`src/rtl/rf_alu_pkg.sv`:
```
// rf_alu_pkg: shared constants for the RF+ALU datapath.
//   ALU_*  : 3-bit ALU operation encodings (arithmetic ops have op[2] = 0)
//   PSW_*  : bit positions inside the 4-bit PSW register {N,Z,C,V}
//   clog2  : elaboration-time ceil(log2) used to size register indices
package rf_alu_pkg;

  localparam logic [2:0] ALU_ADD   = 3'b000;
  localparam logic [2:0] ALU_ADC   = 3'b001;
  localparam logic [2:0] ALU_SUB   = 3'b010;
  localparam logic [2:0] ALU_SBC   = 3'b011;
  localparam logic [2:0] ALU_AND   = 3'b100;
  localparam logic [2:0] ALU_OR    = 3'b101;
  localparam logic [2:0] ALU_XOR   = 3'b110;
  localparam logic [2:0] ALU_PASSB = 3'b111;

  localparam int PSW_N = 3;
  localparam int PSW_Z = 2;
  localparam int PSW_C = 1;
  localparam int PSW_V = 0;

  function automatic int clog2(input int value);
    int r;
    r = 0;
    for (int i = 0; i < 32; i++)
      if ((1 << r) < value) r++;
    return r;
  endfunction

endpackage

```
`src/rtl/alu_core.sv`:
```
// alu_core: combinational 8-op ALU.
//   A, B  : operands
//   Cin   : carry in (PSW.C), used by ADC/SBC only
//   op    : ALU_* encoding from rf_alu_pkg
//   Sum   : result
//   C, V  : carry-out (no-borrow for subtraction) and signed overflow;
//           driven to 0 for logic ops and PASSB
module alu_core
  import rf_alu_pkg::*;
#(
  parameter int DATA_W = 16
) (
  input  logic [DATA_W-1:0] A,
  input  logic [DATA_W-1:0] B,
  input  logic              Cin,
  input  logic [2:0]        op,
  output logic [DATA_W-1:0] Sum,
  output logic              C,
  output logic              V
);

  logic [DATA_W-1:0] b_eff;
  logic              cin_eff;
  logic [DATA_W:0]   ext;

  // Subtraction is A + ~B + carry; ADD/SUB force carry 0/1, ADC/SBC take Cin.
  assign b_eff   = op[1] ? ~B : B;
  assign cin_eff = op[0] ? Cin : op[1];
  assign ext     = {1'b0, A} + {1'b0, b_eff} + {{DATA_W{1'b0}}, cin_eff};

  always_comb begin
    Sum = ext[DATA_W-1:0];
    C   = ext[DATA_W];
    // Overflow: both addends share a sign that differs from the result's.
    V   = (A[DATA_W-1] == b_eff[DATA_W-1]) && (ext[DATA_W-1] != A[DATA_W-1]);
    case (op)
      ALU_AND:   begin Sum = A & B; C = 1'b0; V = 1'b0; end
      ALU_OR:    begin Sum = A | B; C = 1'b0; V = 1'b0; end
      ALU_XOR:   begin Sum = A ^ B; C = 1'b0; V = 1'b0; end
      ALU_PASSB: begin Sum = B;     C = 1'b0; V = 1'b0; end
      default: ;
    endcase
  end

endmodule

```
`src/rtl/rf_alu_pipe.sv`:
```
// rf_alu_pipe: register file (ID), ID/EXE pipeline register, ALU and
// immediate unit (EXE), EXE output register and PSW.
//   clk, Reset      : clock, synchronous active-high reset
//   Ins             : instruction {rd, rm, rn, ...}, imm in the low IMM_W bits
//   WBData/MEMData  : write-back data, selected by WBresource
//   WBAddr, WBRF    : write-back index and enable
//   RBresource      : port B reads rd (1) or rn (0)
//   OprandB, LI     : ALU operand B select, LHI(1)/LLI(0) mode
//   ALUop, Flag     : operation and PSW update enable
//   Stall, Flush    : hold / bubble the ID/EXE register (Stall wins)
//   Rm, Rd          : ID-stage read ports with write-through bypass
//   Sum, LI_EXE     : EXE-stage combinational results
//   OutR, N/Z/C/V   : registered Sum and PSW
module rf_alu_pipe
  import rf_alu_pkg::*;
#(
  parameter  int DATA_W = 16,
  parameter  int REG_N  = 8,
  parameter  int IMM_W  = 8,
  parameter  int INS_W  = 11,
  localparam int AW     = clog2(REG_N)
) (
  input  logic              clk,
  input  logic              Reset,
  input  logic [INS_W-1:0]  Ins,
  input  logic [DATA_W-1:0] WBData,
  input  logic [DATA_W-1:0] MEMData,
  input  logic [AW-1:0]     WBAddr,
  input  logic              WBRF,
  input  logic              WBresource,
  input  logic              RBresource,
  input  logic              OprandB,
  input  logic              LI,
  input  logic [2:0]        ALUop,
  input  logic              Flag,
  input  logic              Stall,
  input  logic              Flush,
  output logic [DATA_W-1:0] Rm,
  output logic [DATA_W-1:0] Rd,
  output logic [DATA_W-1:0] Sum,
  output logic [DATA_W-1:0] LI_EXE,
  output logic [DATA_W-1:0] OutR,
  output logic              N,
  output logic              Z,
  output logic              C,
  output logic              V
);

  // ---------------- ID: decode + register file ----------------
  logic [AW-1:0]    rd_a, rm_a, rn_a, rb_a;
  logic [IMM_W-1:0] imm;

  assign rd_a = Ins[INS_W-1 -: AW];
  assign rm_a = Ins[INS_W-1-AW -: AW];
  assign rn_a = Ins[INS_W-1-2*AW -: AW];
  assign imm  = Ins[IMM_W-1:0];
  assign rb_a = RBresource ? rd_a : rn_a;

  logic                          we;
  logic [DATA_W-1:0]             wdata;
  logic [REG_N-1:0][DATA_W-1:0]  rf_q, rf_d;

  // Writes are suppressed during reset so the bypass cannot leak stale data.
  assign we    = WBRF & ~Reset;
  assign wdata = WBresource ? MEMData : WBData;

  always_comb begin
    rf_d = rf_q;
    if (we) rf_d[WBAddr] = wdata;
  end

  assign Rm = (we && (WBAddr == rm_a)) ? wdata : rf_q[rm_a];
  assign Rd = (we && (WBAddr == rb_a)) ? wdata : rf_q[rb_a];

  // ---------------- ID/EXE register ----------------
  logic [DATA_W-1:0] a_e_q, a_e_d, b_e_q, b_e_d, d_e_q, d_e_d;
  logic [IMM_W-1:0]  imm_e_q, imm_e_d;
  logic              li_e_q, li_e_d, flag_e_q, flag_e_d;
  logic [2:0]        op_e_q, op_e_d;

  always_comb begin
    a_e_d    = a_e_q;
    b_e_d    = b_e_q;
    d_e_d    = d_e_q;
    imm_e_d  = imm_e_q;
    li_e_d   = li_e_q;
    op_e_d   = op_e_q;
    flag_e_d = flag_e_q;
    if (!Stall) begin
      if (Flush) begin
        a_e_d    = '0;
        b_e_d    = '0;
        d_e_d    = '0;
        imm_e_d  = '0;
        li_e_d   = 1'b0;
        op_e_d   = ALU_ADD;
        flag_e_d = 1'b0;
      end else begin
        a_e_d    = Rm;
        b_e_d    = OprandB ? DATA_W'(imm) : Rd;
        d_e_d    = Rd;
        imm_e_d  = imm;
        li_e_d   = LI;
        op_e_d   = ALUop;
        flag_e_d = Flag;
      end
    end
  end

  // ---------------- EXE: ALU + immediate unit ----------------
  logic [3:0]        psw_q, psw_d;
  logic [DATA_W-1:0] sum_w, outr_q, outr_d;
  logic              c_w, v_w;

  alu_core #(.DATA_W(DATA_W)) u_alu (
    .A   (a_e_q),
    .B   (b_e_q),
    .Cin (psw_q[PSW_C]),
    .op  (op_e_q),
    .Sum (sum_w),
    .C   (c_w),
    .V   (v_w)
  );

  assign Sum = sum_w;

  generate
    if (IMM_W == DATA_W) begin : g_li_full
      assign LI_EXE = imm_e_q;
    end else begin : g_li_part
      assign LI_EXE = li_e_q ? {imm_e_q, d_e_q[DATA_W-IMM_W-1:0]}
                             : DATA_W'(imm_e_q);
    end
  endgenerate

  // Only the low part of D_e (and LI_e) feeds LI_EXE; fold the rest away.
  logic unused_ok;
  assign unused_ok = ^{d_e_q, li_e_q};

  // ---------------- EXE registers ----------------
  // A stalled instruction sits in EXE for several cycles; only the cycle
  // that lets it leave may touch the PSW, so it updates exactly once.
  always_comb begin
    outr_d = sum_w;
    psw_d  = psw_q;
    if (flag_e_q && !Stall) begin
      psw_d[PSW_N] = sum_w[DATA_W-1];
      psw_d[PSW_Z] = (sum_w == '0);
      if (!op_e_q[2]) begin
        psw_d[PSW_C] = c_w;
        psw_d[PSW_V] = v_w;
      end
    end
  end

  assign OutR = outr_q;
  assign N    = psw_q[PSW_N];
  assign Z    = psw_q[PSW_Z];
  assign C    = psw_q[PSW_C];
  assign V    = psw_q[PSW_V];

  always_ff @(posedge clk) begin
    if (Reset) begin
      rf_q     <= '0;
      a_e_q    <= '0;
      b_e_q    <= '0;
      d_e_q    <= '0;
      imm_e_q  <= '0;
      li_e_q   <= 1'b0;
      op_e_q   <= ALU_ADD;
      flag_e_q <= 1'b0;
      outr_q   <= '0;
      psw_q    <= '0;
    end else begin
      rf_q     <= rf_d;
      a_e_q    <= a_e_d;
      b_e_q    <= b_e_d;
      d_e_q    <= d_e_d;
      imm_e_q  <= imm_e_d;
      li_e_q   <= li_e_d;
      op_e_q   <= op_e_d;
      flag_e_q <= flag_e_d;
      outr_q   <= outr_d;
      psw_q    <= psw_d;
    end
  end

endmodule

```
`config.mk`:
```
export PLATFORM = sky130hd
export DESIGN_NAME = rf_alu_pipe
export DESIGN_NICKNAME = d
export VERILOG_FILES = /design/src/rtl/rf_alu_pkg.sv /design/src/rtl/alu_core.sv /design/src/rtl/rf_alu_pipe.sv
export SDC_FILE = /design/constraint.sdc
export NUM_CORES = 1
export LEC_CHECK = 0
export ABC_CLOCK_PERIOD_IN_PS = 3800
export CAP_MARGIN = 5
export CELL_PAD_IN_SITES_DETAIL_PLACEMENT = 0
export CELL_PAD_IN_SITES_GLOBAL_PLACEMENT = 1
export CORE_MARGIN = 2
export CORE_UTILIZATION = 39
export CTS_CLUSTER_DIAMETER = 50
export CTS_CLUSTER_SIZE = 40
export DETAILED_ROUTE_END_ITERATION = 8
export HOLD_SLACK_MARGIN = 0.1
export PLACE_DENSITY_LB_ADDON = 0.08
export RECOVER_POWER = 100
export SLEW_MARGIN = 20
export SYNTH_ARGS = -nofsm -noshare
export SYNTH_HDL_FRONTEND = slang
export SYNTH_HIERARCHICAL = 1
export SYNTH_SLANG_ARGS = --single-unit
export TNS_END_PERCENT = 20
```
`constraint.sdc`:
```
create_clock -name clk -period 3.8 [get_ports clk]
set_input_delay 0.95 -clock clk [delete_from_list [all_inputs] [get_ports clk]]
set_output_delay 0.95 -clock clk [all_outputs]
set_load 0.03 [all_outputs]
```
==> summary.md <==
| Metric | Value |
|---|---|
| Critical R2R Launch | op_e_q[1]$_SDFFE_PP0N_ |
| Via count | around 11000 |
| Number of maximum-capacitance constraint violations | 4 |
| Post-DR wirelength/cell | around 20 um |
| Fin crit share | 1.07 |
| Cells after synthesis | 1324 |
| Leakage | ~6.4 nW |
| Number of buffers inserted during clock tree synthesis | 29 |
| Die X-Extent | between 150 and 200 um |
| Total routed wirelength | 39700 um |
| Final Max Slew Viols | 143 |
| Hold path cells | 2 |
| Share of synthesized area occupied by flip-flops and latches | 0.345 |
| Number of enable flip-flop cells after synthesis | 0 |
| Terminus of the critical flop-to-flop path | psw_q[2]$_SDFFE_PP0P_ |
| Overall die area | 0.0313 mm2 |
| Worst setup path category | register to output port |
| Final GP Congestion | 0.839 |
| Layout cells sized above 1 | 0.260 |
| # IOs | 143 |
| Maximum number of pins on one net before global-route repair | 73 |
| GRT overflow | 0 |
| Least-Margin Pin Slew | 2.06 ns |
| Setup violators final | 108 |
| Placement-stage worst setup slack | -0.399 ns |
| Global-route wire length before repair | approximately 60000 um |
| Endpoint of the worst hold path | psw_q[2]$_SDFFE_PP0P_ |
| Number of clock sinks seen by CTS | 201 |
| Initial core utilization | 0.395 |
| Synthesized area per cell | 8.81 um2 |
| Highest attainable clock frequency | 0.245 GHz |
| Initial antenna violation count | 0 |
| Overall Global Routing Usage | 0.252 |
| Nets in the synthesized netlist | ~1400 |
| Worst hold slack | ~0.49 ns |
| Min-delay src | psw_q[2]$_SDFFE_PP0P_ |
| Post-synth top area cell | sky130_fd_sc_hd__dfxtp_1 |
| Rel. slew slack | -0.370 |
| Portion of synthesized cell area occupied by the leading cell type | 0.345 |
| Buffer levels on the longest clock path | 3 |
| Number of distinct library cells after synthesis | 59 |
| Area of the core | 0.0296 mm2 |
| Worst Path Required | 2.85 ns |
| Share of async-settable or async-resettable flops after synthesis | 0 |
| Count of H-tree levels built during CTS | 1 |
| Type of origin of the critical path | register |
| Synth Cell Area | around 0.012 mm2 |
| Number of antenna cells inserted | 0 |
| Placed wire-length estimate | roughly 28000 um |
| Row cnt | 63 |
| Net count, final | 1705 |
| Critical Path Sink Type | output port |
| Setup slack, reg-to-reg | around 0.34 ns |
| Worst Path Max Fanout | 5 |
| Endpoint arrival time on the critical path | 3.13 ns |
| Top cells by area in the synthesized netlist | sky130_fd_sc_hd__dfxtp_1 (34%), sky130_fd_sc_hd__a211oi_1 (9.7%), sky130_fd_sc_hd__mux4_2 (9.3%) |
| Number of synthesized register bits | 201 |
| CTS tree | yes |
| Peak supply drop | roughly 0.38 mV |
| Worst min-delay path class | register to register |
| Vias per inst | 5.41 |
| Worst clock skew on the final layout | 0.0117 ns |
| Total iterations of the first detailed-routing run | 7 |
| Worst-path clk slew | 0.06 ns |
| Number of global-route vias before repair | around 11000 |
| Total of warnings raised by yosys | 6 |
| Area growth syn-to-layout | 38.9% |
| Vertical die dimension | 177 um |
| Number of design-rule violations left by the first detailed-router iteration | 710 |
| Routed Antenna Nets | 0 |
| Hold buffer count at cts | 0 |
| Most used DFF post-synth | sky130_fd_sc_hd__dfxtp_1 |
| Least setup slack across all paths after layout | -0.284 ns |
| Failing checks | capacitance limit, slew limit, setup timing |
| Clock period minus worst slack | slightly above 4 ns |
| Clock latency at the later pin of the worst-skew pair | roughly 0.54 ns |
| Total power density per cell area | between 300 and 400 mW/mm2 |
| Worst R2R Path Depth | 18 |
| Final hold violations | 0 |
| Number of buffers inserted by port buffering | 142 |
| Post-detailed-route DRC marker count | 0 |
| Status | complete, but fails checks |
| RSZ-0062 raised after global routing | yes |
| Cell at the root of the clock tree | sky130_fd_sc_hd__clkbuf_16 |
==> stage by stage <==
| stage | TNS [ns] | util | cell area, um2 | total power [mW] | instances |
|---|---|---|---|---|---|
| 2_1_floorplan | -0.572 | - | 11700 | 2.82 | 1324 |
| 3_3_place_gp | -6.36 | 0.498 | 14700 | 3.34 | 1918 |
| 3_5_place_dp | -7.24 | 0.498 | 14700 | 3.35 | 1918 |
| 4_1_cts | -2.38 | 0.550 | 16300 | 6.12 | 2001 |
| 5_1_grt | -33.86 | 0.548 | 16200 | 6.28 | 2008 |
| 6_report | -10.50 | 0.548 | 16200 | 6.05 | 2008 |
==> critical path: stages (launching register included) <==
cell and delay, ns:
sky130_fd_sc_hd__dfxtp_4 0.38, sky130_fd_sc_hd__mux2_4 0.28, sky130_fd_sc_hd__fa_2 0.37, sky130_fd_sc_hd__inv_2 0.07
sky130_fd_sc_hd__fa_2 0.20, sky130_fd_sc_hd__nor2b_2 0.05, sky130_fd_sc_hd__o31a_1 0.29, sky130_fd_sc_hd__o2111ai_2 0.26
sky130_fd_sc_hd__a21oi_2 0.12, sky130_fd_sc_hd__o21a_1 0.21, sky130_fd_sc_hd__o31ai_4 0.20, sky130_fd_sc_hd__buf_6 0.16
==> timing repair <==
item / CTS / global route
gates cloned: 3 / 0
hold endpoints to repair: 0 / 0
gates resized for setup: 84 / 25
pin swaps: 24 / 22
endpoints found under the setup margin: 44 / 31
setup buffers: 28 / 8
==> cells in the mapped netlist, drive strengths merged (17+ instances only) <==
| master | count |
|---|---|
| dfxtp | 201 |
| nor2 | 195 |
| a211oi | 152 |
| nand2 | 122 |
| clkbuf | 77 |
| a21oi | 66 |
| inv | 54 |
| mux4 | 48 |
| ha | 47 |
| mux2i | 44 |
| nand3 | 35 |
| nor2b | 34 |
| buf | 32 |
| xor2 | 22 |
| o21ai | 21 |
| nor4 | 19 |
| a22o | 17 |
==> area by class of cell <==
cell class | count | area [um2]
clock inverter | 20 | 219
clock buffer | 32 | 747
tap | 390 | 488
inverter | 56 | 210
fill | 2723 | 13400
sequential | 201 | 4030
multi-input combinational | 958 | 7290
timing repair buffer | 351 | 3220
==> logic make-up after synthesis <==
group,count (synthesis),synth area share
buffers and inverters,165,0.0583
adders and majority gates,49,0.0538
muxes,106,0.146
xor gates and xnor gates,32,0.0240
DFF,201,0.345
AOI/OAI and AO/OA,318,0.195
and+or+nand+nor,453,0.178
==> cells in the final DEF, fill, tap and decap left out, types with 29 or more instances in the layout <==
cell type                         instances
sky130_fd_sc_hd__inv_1                   53
sky130_fd_sc_hd__buf_4                  180
sky130_fd_sc_hd__nor2_1                 190
sky130_fd_sc_hd__buf_12                  29
sky130_fd_sc_hd__clkdlybuf4s50_1         43
sky130_fd_sc_hd__ha_1                    43
sky130_fd_sc_hd__dlygate4sd3_1           36
sky130_fd_sc_hd__a211oi_1               150
sky130_fd_sc_hd__nand3_1                 35
sky130_fd_sc_hd__mux2i_1                 36
sky130_fd_sc_hd__dfxtp_1                199
sky130_fd_sc_hd__a21oi_1                 56
sky130_fd_sc_hd__nand2_1                118
sky130_fd_sc_hd__clkbuf_16               29
sky130_fd_sc_hd__clkbuf_1                30
sky130_fd_sc_hd__nor2b_1                 33
sky130_fd_sc_hd__mux4_2                  48
==> state kept, by name (all words and copies together) (netlist names) <==
| signal | flops |
|---|---|
| imm_e_q | 8 |
| flag_e_q | 1 |
| psw_q | 4 |
| op_e_q | 3 |
| OutR | 16 |
| b_e_q | 16 |
| rf_q | 128 |
| a_e_q | 16 |
| d_e_q | 8 |
| li_e_q | 1 |
==> worst max path at each step <==
stage                           start  slack [ns]  cells after the start      end
6_report       op_e_q[1]$_SDFFE_PP0N_       -0.28                     11  Sum[12]
5_1_grt        op_e_q[1]$_SDFFE_PP0N_       -0.39                     11  Sum[12]
4_1_cts        op_e_q[1]$_SDFFE_PP0N_       -0.36                     11  Sum[12]
3_5_place_dp               RBresource       -0.40                     11   Rd[13]
3_3_place_gp               RBresource       -0.34                      9   Rd[11]
2_1_floorplan  op_e_q[1]$_SDFFE_PP0N_       -0.16                     13  Sum[12]
==> power breakdown <==
| part | total (mW) | switching, mW | leakage, nW | internal (mW) |
|---|---|---|---|---|
| sequential | 2.21 | 0.0483 | 1.63 | 2.17 |
| combinational | 1.15 | 0.634 | 4.27 | 0.512 |
| clock | 2.70 | 1.10 | 0.470 | 1.59 |
==> routing by layer <==
metal  vias up  routed length (um)  global-route usage
li1       5344                   -                   -
met1      5163               18000               0.346
met2       316               18800               0.418
met3        49                2070              0.0288
met4         0                 850              0.0678
met5         -                   0                   0
(Power assumes the default switching activity.)
